## src/rtl/layer_seq_ctrl.sv

```systemverilog
// Sequencing controller for a single-MAC fully-connected layer: loads an N-element vector,
// walks M rows of N MAC terms, and streams each row result out. Optional counters: LAYER_SEQ_CTRL_PERF_EN.
module layer_seq_ctrl #(
  parameter int M       = 4,
  parameter int N       = 5,
  parameter int MAC_LAT = 2,
  localparam int XW = (N > 1) ? $clog2(N) : 1,
  localparam int WW = (M * N > 1) ? $clog2(M * N) : 1
) (
  input  logic          clk,
  input  logic          reset_n,
  input  logic          s_valid,
  output logic          s_ready,
  output logic          m_valid,
  input  logic          m_ready,
  output logic          x_wr_en,
  output logic [XW-1:0] x_addr,
  output logic [WW-1:0] w_addr,
  output logic          acc_clr,
  output logic          acc_en
`ifdef LAYER_SEQ_CTRL_PERF_EN
  ,
  output logic [31:0]   vec_cnt,
  output logic [31:0]   stall_cnt
`endif
);

  localparam int RW = (M > 1) ? $clog2(M) : 1;
  localparam int DW = (MAC_LAT > 1) ? $clog2(MAC_LAT) : 1;

  localparam logic [XW-1:0] COL_LAST   = XW'(N - 1);
  localparam logic [RW-1:0] ROW_LAST   = RW'(M - 1);
  localparam logic [DW-1:0] DRAIN_INIT = DW'(MAC_LAT - 1);

  typedef enum logic [1:0] {
    ST_LOAD,
    ST_COMPUTE,
    ST_DRAIN,
    ST_OUT
  } state_e;

  state_e        state, state_nxt;
  logic [XW-1:0] col, col_nxt;
  logic [RW-1:0] row, row_nxt;
  logic [DW-1:0] drain, drain_nxt;

  logic s_beat;
  logic m_beat;

  assign s_beat = s_valid & s_ready;
  assign m_beat = m_valid & m_ready;

  // NOTE: sequential state uses non-blocking assignments so every register samples pre-edge values.
  always_ff @(posedge clk or negedge reset_n) begin
    if (!reset_n) begin
      state <= ST_LOAD;
      col   <= '0;
      row   <= '0;
      drain <= '0;
    end else begin
      state <= state_nxt;
      col   <= col_nxt;
      row   <= row_nxt;
      drain <= drain_nxt;
    end
  end

  // NOTE: every combinational output gets a default first, so no path can infer a latch.
  always_comb begin
    state_nxt = state;
    col_nxt   = col;
    row_nxt   = row;
    drain_nxt = drain;
    case (state)
      ST_LOAD: begin
        if (s_beat) begin
          if (col == COL_LAST) begin
            col_nxt   = '0;
            row_nxt   = '0;
            state_nxt = ST_COMPUTE;
          end else begin
            col_nxt = col + XW'(1);
          end
        end
      end
      ST_COMPUTE: begin
        // One term per cycle with no stall path; the column wraps as the row completes.
        if (col == COL_LAST) begin
          col_nxt   = '0;
          drain_nxt = DRAIN_INIT;
          state_nxt = ST_DRAIN;
        end else begin
          col_nxt = col + XW'(1);
        end
      end
      ST_DRAIN: begin
        if (drain == '0) begin
          state_nxt = ST_OUT;
        end else begin
          drain_nxt = drain - DW'(1);
        end
      end
      ST_OUT: begin
        if (m_beat) begin
          if (row == ROW_LAST) begin
            row_nxt   = '0;
            state_nxt = ST_LOAD;
          end else begin
            row_nxt   = row + RW'(1);
            state_nxt = ST_COMPUTE;
          end
        end
      end
      default: state_nxt = ST_LOAD;
    endcase
  end

  // Outputs are gated by reset_n so they read 0 while reset is held, not just after the first edge.
  always_comb begin
    s_ready = 1'b0;
    m_valid = 1'b0;
    acc_en  = 1'b0;
    acc_clr = 1'b0;
    x_addr  = '0;
    w_addr  = '0;
    if (reset_n) begin
      case (state)
        ST_LOAD: begin
          s_ready = 1'b1;
          x_addr  = col;
        end
        ST_COMPUTE: begin
          acc_en  = 1'b1;
          acc_clr = (col == '0);
          x_addr  = col;
          w_addr  = WW'(row) * WW'(N) + WW'(col);
        end
        ST_OUT: begin
          m_valid = 1'b1;
        end
        default: ;
      endcase
    end
  end

  assign x_wr_en = s_valid & s_ready;

`ifdef LAYER_SEQ_CTRL_PERF_EN
  logic vec_done;
  logic out_stall;

  assign vec_done  = m_beat && (row == ROW_LAST);
  assign out_stall = m_valid && !m_ready;

  always_ff @(posedge clk or negedge reset_n) begin
    if (!reset_n) begin
      vec_cnt   <= '0;
      stall_cnt <= '0;
    end else begin
      if (vec_done && (vec_cnt != '1)) begin
        vec_cnt <= vec_cnt + 32'd1;
      end
      if (out_stall && (stall_cnt != '1)) begin
        stall_cnt <= stall_cnt + 32'd1;
      end
    end
  end
`endif

endmodule

```

## config.mk

```make
export PLATFORM = sky130hd
export DESIGN_NAME = layer_seq_ctrl
export DESIGN_NICKNAME = d
export VERILOG_FILES = /design/src/rtl/layer_seq_ctrl.sv
export SDC_FILE = /design/constraint.sdc
export NUM_CORES = 1
export LEC_CHECK = 0
export BUFFER_PORTS_ARGS = -buffer_cell sky130_fd_sc_hd__buf_2
export CORE_MARGIN = 2
export CORE_UTILIZATION = 40
export CTS_CLUSTER_SIZE = 12
export DETAILED_ROUTE_END_ITERATION = 8
export GPL_TIMING_DRIVEN = 0
export HOLD_SLACK_MARGIN = 0.05
export SLEW_MARGIN = 20
export SYNTH_ARGS = -nofsm -noshare
export SYNTH_HDL_FRONTEND = slang
export SYNTH_SLANG_ARGS = --single-unit
```

## constraint.sdc

```tcl
create_clock -name clk -period 1.6 [get_ports clk]
set_clock_uncertainty 0.2 [all_clocks]
set_input_delay 0.08 -clock clk [delete_from_list [all_inputs] [get_ports clk]]
set_output_delay 0.08 -clock clk [all_outputs]
set_load 0.02 [all_outputs]
```

* Word-level counts from Yosys, hierarchy flattened
Index checks and enable logic that the tools add are counted.
Word-level totals: bits in registers 8, input port bits 4, output and inout port bits 13, logic and storage cells 61
Operators by class: add/sub/neg operators 4, multiply operators 1, equal/unequal tests 10, mux-type cells 30, bitwise operators 2, reductions and logical operators 10
Operator list (count):
- 2-bit 2-to-1 mux | 9
- 3-bit 2-to-1 mux | 4
- 1-bit 2-to-1 mux | 11
- 5-bit 2-to-1 mux | 2
- 2-bit inequality test (second input constant) | 5
- 2-bit case mux with 4 select lines | 1
- 2-bit equality test (second input constant) | 3
- 3-bit case mux with 2 select lines | 1
- 2-bit nonzero test | 3
- 5-bit by 3-bit adder with 5-bit output | 1
- 2-bit by 3-bit multiplier with 5-bit output (second input constant) | 1
- 5-bit AND reduction | 1
- 2-bit case mux with 2 select lines | 1
- 2-bit AND reduction | 2
- 4-bit AND reduction | 1
- 3-bit by 1-bit adder with 3-bit output (second input constant) | 1
- 3-bit equality test (second input constant) | 1
- 3-bit logical NOT | 1
- 2-bit by 1-bit adder with 2-bit output (second input constant) | 1
- 1-bit AND | 2
- 2-bit by 1-bit equality test with 1-bit output (second input constant) | 1
- 2-bit logical NOT | 1
- 1-bit case mux with 2 select lines | 1
- 2-bit OR reduction | 1
- 1-bit subtractor (second input constant) | 1

* Logic depth before layout (Yosys ltp)
Gate-level depths: netlist of run 1.
depth after elaboration 6, depth in mapped cells 6, mapped depth without buffers 6

* Worst setup path before layout of run 1
No wires, ideal clock.
path kind register to output, from register col[1], to output port w_addr[3], arrival time 1.677 ns, required time 1.320 ns, slack -0.357 ns, cell stages (with the launch flop) 6, path buffers 0, path through dfrtp_1 -> ha_1 -> ha_1 -> fa_1 -> xnor2_1 -> nor2_1
Between the ends: cells in the longest elaborated chain, start to end 3
Ends and longest elaborated chain:
- from (decl) | line 43 | logic [XW-1:0] col, col_nxt;
- from (signal assigned) | line 62 | col <= col_nxt;
- 5-bit by 3-bit adder with 5-bit output | line 136 | w_addr = WW'(row) * WW'(N) + WW'(col);
- 5-bit 2-to-1 mux | line 127 | case (state)
- 5-bit 2-to-1 mux | line 126 | if (reset_n) begin
- to (decl) | line 18 | output logic [WW-1:0] w_addr,
Every way passes these cells.

* Final worst setup path of run 1
from register row[0], to output port w_addr[2]
Between the ends: cells in the longest elaborated chain, start to end 4
Ends and longest elaborated chain:
- from (decl) | line 44 | logic [RW-1:0] row, row_nxt;
- from (signal assigned) | line 63 | row <= row_nxt;
- 2-bit by 3-bit multiplier with 5-bit output | line 136
- 5-bit by 3-bit adder with 5-bit output | line 136
- 5-bit 2-to-1 mux | line 127
- 5-bit 2-to-1 mux | line 126
Every way passes these cells.

==> flow_metrics.tcl, run 1 <==
set metrics [dict create \
    outcome "complete, but fails checks" \
    violations "hold timing, setup timing" \
    synth.net_count 95 \
    internal-power_w 0.00143 \
    rsz0062_at_grt "true" \
    grt_pass1_wl_um 2990 \
    wl_per_cell_um 14.0 \
    synth_top_area_share_pct 27.6 \
    clk_latency_ns 0.26 \
    slew_violations 0 \
    period_minus_slack_ns 2.18 \
    grt.total_usage_pct 20.4 \
    sw_frac_of_total_pct 41.9 \
    fin_ws_ns -0.582 \
    cts-root-buf "clkbuf_4" \
    cp_max_fo 3 \
    synth_area_per_cell_um2 9.53 \
    critPathSlowestCell "fa_2" \
    cp_cell_sequence "ha_1, ha_4, fa_2, and3_4, buf_6" \
    hp-class "primary input to asynchronous set/reset pin" \
    nets 132 \
    areaGrowthSynthToFinish_pct 69.1 \
    antenna_found_initial 0 \
    synth_cell_types 29 \
    cts.htree.levels 1 \
    setup_viol 15 \
    tightest_slew_ns 0.345 \
    cts_buffer_depth 2 \
    die_y_um 46.6 \
    ios 17 \
    p_switching_w 0.00103 \
    p_clk_share_pct 6.6 \
    nFillCells 130 \
    dieWidth_um 46.6 \
    r2r_slack_ns -0.38 \
    ys_ff_latch 8 \
    overflow 0 \
    worstPathRequired_ns 1.32 \
    worst_setup_path_start_kind "register" \
    synthArstFlopShare_pct 100 \
    seqPwrFrac_pct 16.7 \
    fmax_mhz 458 \
    finalCritPeriodShare_pct 136 \
    setup.worst_path.class "register to primary output" \
    slowest_delay_ns 0.52 \
    grt_max_degree 11 \
    dr.pass1.iters 2 \
    syn_inst 76 \
    end_kind "primary output" \
    finish.utilization_pct 71.7 \
    cts_tree "built" \
    cts_made_buffers 3 \
    leakage_nw 0.580 \
    tns_ns -3.17 \
    viasPerCell 4.95 \
    dieArea_mm2 0.00217 \
    cap_violations 0 \
    cpLargestDelayFamily "adder cells" \
    path_clk_slew_ns 0.06 \
    slew-limit-headroom_pct 77.0 \
    stdcell_area_mm2 0.00122 \
    syn_area_um2 724 \
    synth_top_area_cell "dfrtp_1" \
    port_buffers 16 \
    finalPower_w 0.00246 \
    routed_wl_um 1910 \
    diodes 0 \
    via_count 673 \
    hold_ws_ns -0.524 \
    yosysMostFrequentCell "ha_1" \
    drive_gt1_share_pct 65.8 \
    hold_viol 8 \
    critPathArrivalTime_ns 1.90 \
    row_count 15 \
    ant_nets 0 \
    p_comb_share_pct 76.7 \
    synth_common_cells "ha_1, dfrtp_1, nand2_1" \
    core-area_mm2 0.00171 \
    yosys_warnings 0 \
    worst-path-buf-inv 1 \
    synth_area_leaders "dfrtp_1, ha_1, and2_1" \
    synth_ff_type "dfrtp_1" \
    peakVddDrop_mv 1.18 \
    gp_congestion 0.768 \
    yosysSeqAreaShare_pct 27.6 \
    hpwl_um 1170 \
    grt_pass1_vias 652 \
    place_area_um2 896 \
    synth-edff-count 0 \
    drt_iter0_drc 3 \
    initial_core_util_pct 42.4 \
    power_density_mw_per_mm2 2010 \
    drcViolationCount 0 \
    numClockSinks 8 \
]
[worst paths after layout]
path / startpoint / to / cells past startpoint
max: row[0]$_DFFE_PN0P_ / w_addr[2] / 5
min: reset_n / col[1]$_DFFE_PN0P_ / 1
max reg2reg: col[1]$_DFFE_PN0P_ / state[1]$_DFFE_PN0P_ / 8
min reg2reg: drain$_DFFE_PN0P_ / drain$_DFFE_PN0P_ / 1
max in group asynchronous: reset_n / row[0]$_DFFE_PN0P_ / 1
min in group clk: s_valid / col[0]$_DFFE_PN0P_ / 4
[per-stage QoR]
| step | setup WS, ns | std cells |
|---|---|---|
| after global placement | -0.433 | 117 |
| after CTS | -0.593 | 133 |
| final | -0.582 | 136 |
| after floorplan | -0.266 | 76 |
| after global routing | -0.639 | 136 |
| after detailed placement | -0.445 | 117 |
[metal layers]
| metal | share of wire, % | global-route usage (%) | vias up | routed length, µm |
|---|---|---|---|---|
| met4 | 1.9 | 6.86 | 0 | 36 |
| li1 | - | - | 342 | - |
| met5 | 0 | 0 | - | 0 |
| met1 | 44 | 25.1 | 314 | 847 |
| met3 | 3.4 | 5.10 | 5 | 65 |
| met2 | 50 | 34.4 | 12 | 958 |
[cell families after synthesis]
kind of cell | Yosys count | synth area share (%)
xor+xnor | 1 | 1.21
simple gates | 29 | 23.0
flops | 8 | 27.6
compound gates | 14 | 14.7
fa+ha+maj | 15 | 26.9
buf+inv | 7 | 3.63
mux | 2 | 2.94
[layout make-up]
class / instances / area (µm²) / share of cell area, %
plain buffers: 1 / 3.75 / 0.306
clock buffers: 3 / 22.5 / 1.84
inverters: 6 / 30.0 / 2.45
multi-input cells: 61 / 671 / 54.7
flip-flops and latches: 8 / 204 / 16.6
repair buffers: 32 / 263 / 21.5
well taps: 25 / 31.3 / 2.55
[sequential cells by signal (all words and copies together) (netlist names)]
register,cells
col,3
row,2
state,2
drain,1
[worst register-to-register path, stage by stage, from the launching register on]
cell	delay, ns
dfrtp_1	0.42
buf_4	0.15
buf_6	0.12
inv_4	0.05
ha_4	0.16
nand3_2	0.08
a21oi_2	0.14
o2111a_2	0.24
mux2_4	0.30
[layout by cell type, fill, tap and decap left out, drive strengths merged, types with 2 or more instances in the layout]
| cell | n |
|---|---|
| nand3 | 3 |
| and2 | 5 |
| clkbuf | 4 |
| o21ai | 3 |
| nor2 | 3 |
| a21o | 3 |
| inv | 6 |
| nand2 | 7 |
| ha | 14 |
| nor3b | 3 |
| and3 | 4 |
| a21oi | 2 |
| dfrtp | 8 |
| buf | 32 |
| o2bb2ai | 2 |
[power groups by stage]
stage,sequential (W),combinational [W],clock (W)
after global placement,0.000420,0.00113,0
after floorplan,0.000385,0.000925,0
after detailed placement,0.000419,0.00116,0
after CTS,0.000401,0.00172,0.000171
after global routing,0.000422,0.00209,0.000179
final,0.000411,0.00189,0.000164
[what timing repair did]
action | in CTS | in global routing
gates cloned | 0 | 0
pin swaps | 16 | 4
endpoints found under the setup margin | 14 | 20
setup buffers | 13 | 4
gates resized for setup | 35 | 12
endpoints found under the hold margin | 8 | 8
Power figures use the tool's default switching activity.
==> run 2: changes to the inputs <==
==> constraint.sdc (replaced) <==
create_clock -name clk -period 2.76 [get_ports clk]
set_clock_uncertainty 0.2 [all_clocks]
set_input_delay 0.138 -clock clk [delete_from_list [all_inputs] [get_ports clk]]
set_output_delay 0.138 -clock clk [all_outputs]
set_load 0.02 [all_outputs]
==> run 2 against run 1 <==
Compared with the run above:
- largest cell class unchanged
- non-clock buffer count fell by 15
- setup slack better by 1.0 ns
- the run now ends clean
- die area unchanged
- routed wire length down 29%
- combinational power down 70%
- critical path depth up 1
==> flow_metrics.tcl, run 2 (synthesis results as in run 1) <==
set metrics [dict create \
    cts_buffer_depth 2 \
    areaGrowthSynthToFinish_pct 19.9 \
    port_buffers 16 \
    final_common_cell "buf_2" \
    initial_core_util_pct 42.4 \
    gp_congestion 0.703 \
    p_switching_w 0.000415 \
    dr.pass1.iters 4 \
    startpoint "row[1]$_DFFE_PN0P_" \
    place_area_um2 836 \
    p_comb_share_pct 63.7 \
    critPathArrivalTime_ns 1.97 \
    cts.htree.levels 1 \
    sw_frac_of_total_pct 46.4 \
    peakVddDrop_mv 0.641 \
    largest_reg_flops 3 \
    core-area_mm2 0.00171 \
    cts-root-buf "clkbuf_4" \
    grt.total_usage_pct 15.2 \
    hold_viol 0 \
    setup_viol 0 \
    power_density_mw_per_mm2 1030 \
    p_clk_share_pct 10.3 \
    seqPwrFrac_pct 26.0 \
    overflow 0 \
    wl_per_cell_um 11.2 \
    grt_pass1_vias 524 \
    row_count 15 \
    reg_top3 "col: 3 flops, row: 2 flops, state: 2 flops" \
    drcViolationCount 0 \
    period_minus_slack_ns 2.31 \
    critPathSlowestCell "dfrtp_1" \
    ant_nets 0 \
    finalCritPeriodShare_pct 83.6 \
    die_y_um 46.6 \
    clk_latency_ns 0.26 \
    outcome "completed" \
    nets 117 \
    tightest_slew_ns 0.336 \
    timing.rr.start "col[0]$_DFFE_PN0P_" \
    slew_violations 0 \
    dieWidth_um 46.6 \
    fmax_mhz 433 \
    cp_cell_sequence "ha_1, ha_1, fa_1, xnor2_1, nor2_1, buf_2" \
    end_kind "primary output" \
    grt_max_degree 11 \
    nFillCells 159 \
    hpwl_um 1130 \
    slowest_delay_ns 0.42 \
    tns_ns 0 \
    drive_gt1_share_pct 25.0 \
    numClockSinks 8 \
    cp_max_fo 4 \
    rsz0062_at_grt "false" \
    grt_pass1_wl_um 2210 \
    cts_resized 0 \
    diodes 0 \
    cap_violations 0 \
    path_clk_slew_ns 0.06 \
    crit_top_cell "ha_1" \
    dieArea_mm2 0.00217 \
    worstPathRequired_ns 2.42 \
    cts_tree "built" \
    layout_common_cells "buf_2, ha_1, dfrtp_1" \
    viasPerCell 4.90 \
    internal-power_w 0.000479 \
    drt_iter0_drc 8 \
    worst_setup_path_start_kind "register" \
    hp-class "primary input to asynchronous set/reset pin" \
    via_count 593 \
    ios 17 \
    stdcell_area_um2 868 \
    routed_wl_um 1360 \
    largest_register "col" \
    leakage_nw 0.491 \
    setup.worst_path.class "register to primary output" \
    cts_made_buffers 3 \
    slew-limit-headroom_pct 77.6 \
    antenna_found_initial 0 \
]
-- run 2: final cells by class --
cell class                      count  area, µm²  area share (%)
Multi-Input combinational cell     61        498            57.3
Sequential cell                     8        200            23.1
Timing Repair Buffer               17       90.1            10.4
Tap cell                           25       31.3            3.60
Clock buffer                        3       22.5            2.59
Inverter                            6       22.5            2.59
Buffer                              1       3.75           0.432
-- run 2: worst paths after layout --
path                                   endpoint  slack (ns)  cells after the start
setup / recovery                      w_addr[3]        0.45                      6
setup reg to reg           state[1]$_DFFE_PN0P_        0.88                      6
hold / removal               row[0]$_DFFE_PN0P_        0.06                      2
min in group clk             row[0]$_DFFE_PN0P_        0.10                      5
hold reg to reg               drain$_DFFE_PN0P_        0.28                      1
max in group asynchronous  state[1]$_DFFE_PN0P_        2.10                      2
-- run 2: timing repair --
item	in CTS	in global routing
setup buffers	0	0
hold endpoints to repair	8	0
hold buffers	1	0
-- run 2: layer usage --
metal  GRT usage (%)  wire, µm
met3            4.71        63
met1            18.4       622
met2            24.4       646
met5               0         0
met4            6.86        25
-- run 2: critical path: cells and delay by family (launching register included) --
family	cells	cell delay, ns
XOR/XNOR	1	0.14
adder cells (fa/ha/maj)	3	0.91
buffers and inverters	1	0.16
flip-flops	1	0.42
AND/OR/NAND/NOR	1	0.07
-- run 2: through the flow --
| step | hold slack [ns] | std cells | power (W) | setup slack (ns) | utilization, % |
|---|---|---|---|---|---|
| 2_1_floorplan | -0.358 | 76 | 0.000675 | 0.745 | - |
| 3_3_place_gp | -0.195 | 117 | 0.000803 | 0.715 | 48.9 |
| 3_5_place_dp | -0.193 | 117 | 0.000815 | 0.710 | 48.9 |
| 4_1_cts | 0.0598 | 121 | 0.000909 | 0.433 | 50.8 |
| 5_1_grt | 0.0820 | 121 | 0.000999 | 0.364 | 50.8 |
| 6_report | 0.0616 | 121 | 0.000895 | 0.453 | 50.8 |
-- run 2: power by group through the flow --
stage,sequential (W),clock (W),combinational [W]
final,0.000233,0.0000921,0.000570
after global routing,0.000245,0.0000966,0.000658
after CTS,0.000236,0.0000950,0.000579
after detailed placement,0.000237,0,0.000578
after global placement,0.000237,0,0.000566
after floorplan,0.000217,0,0.000457
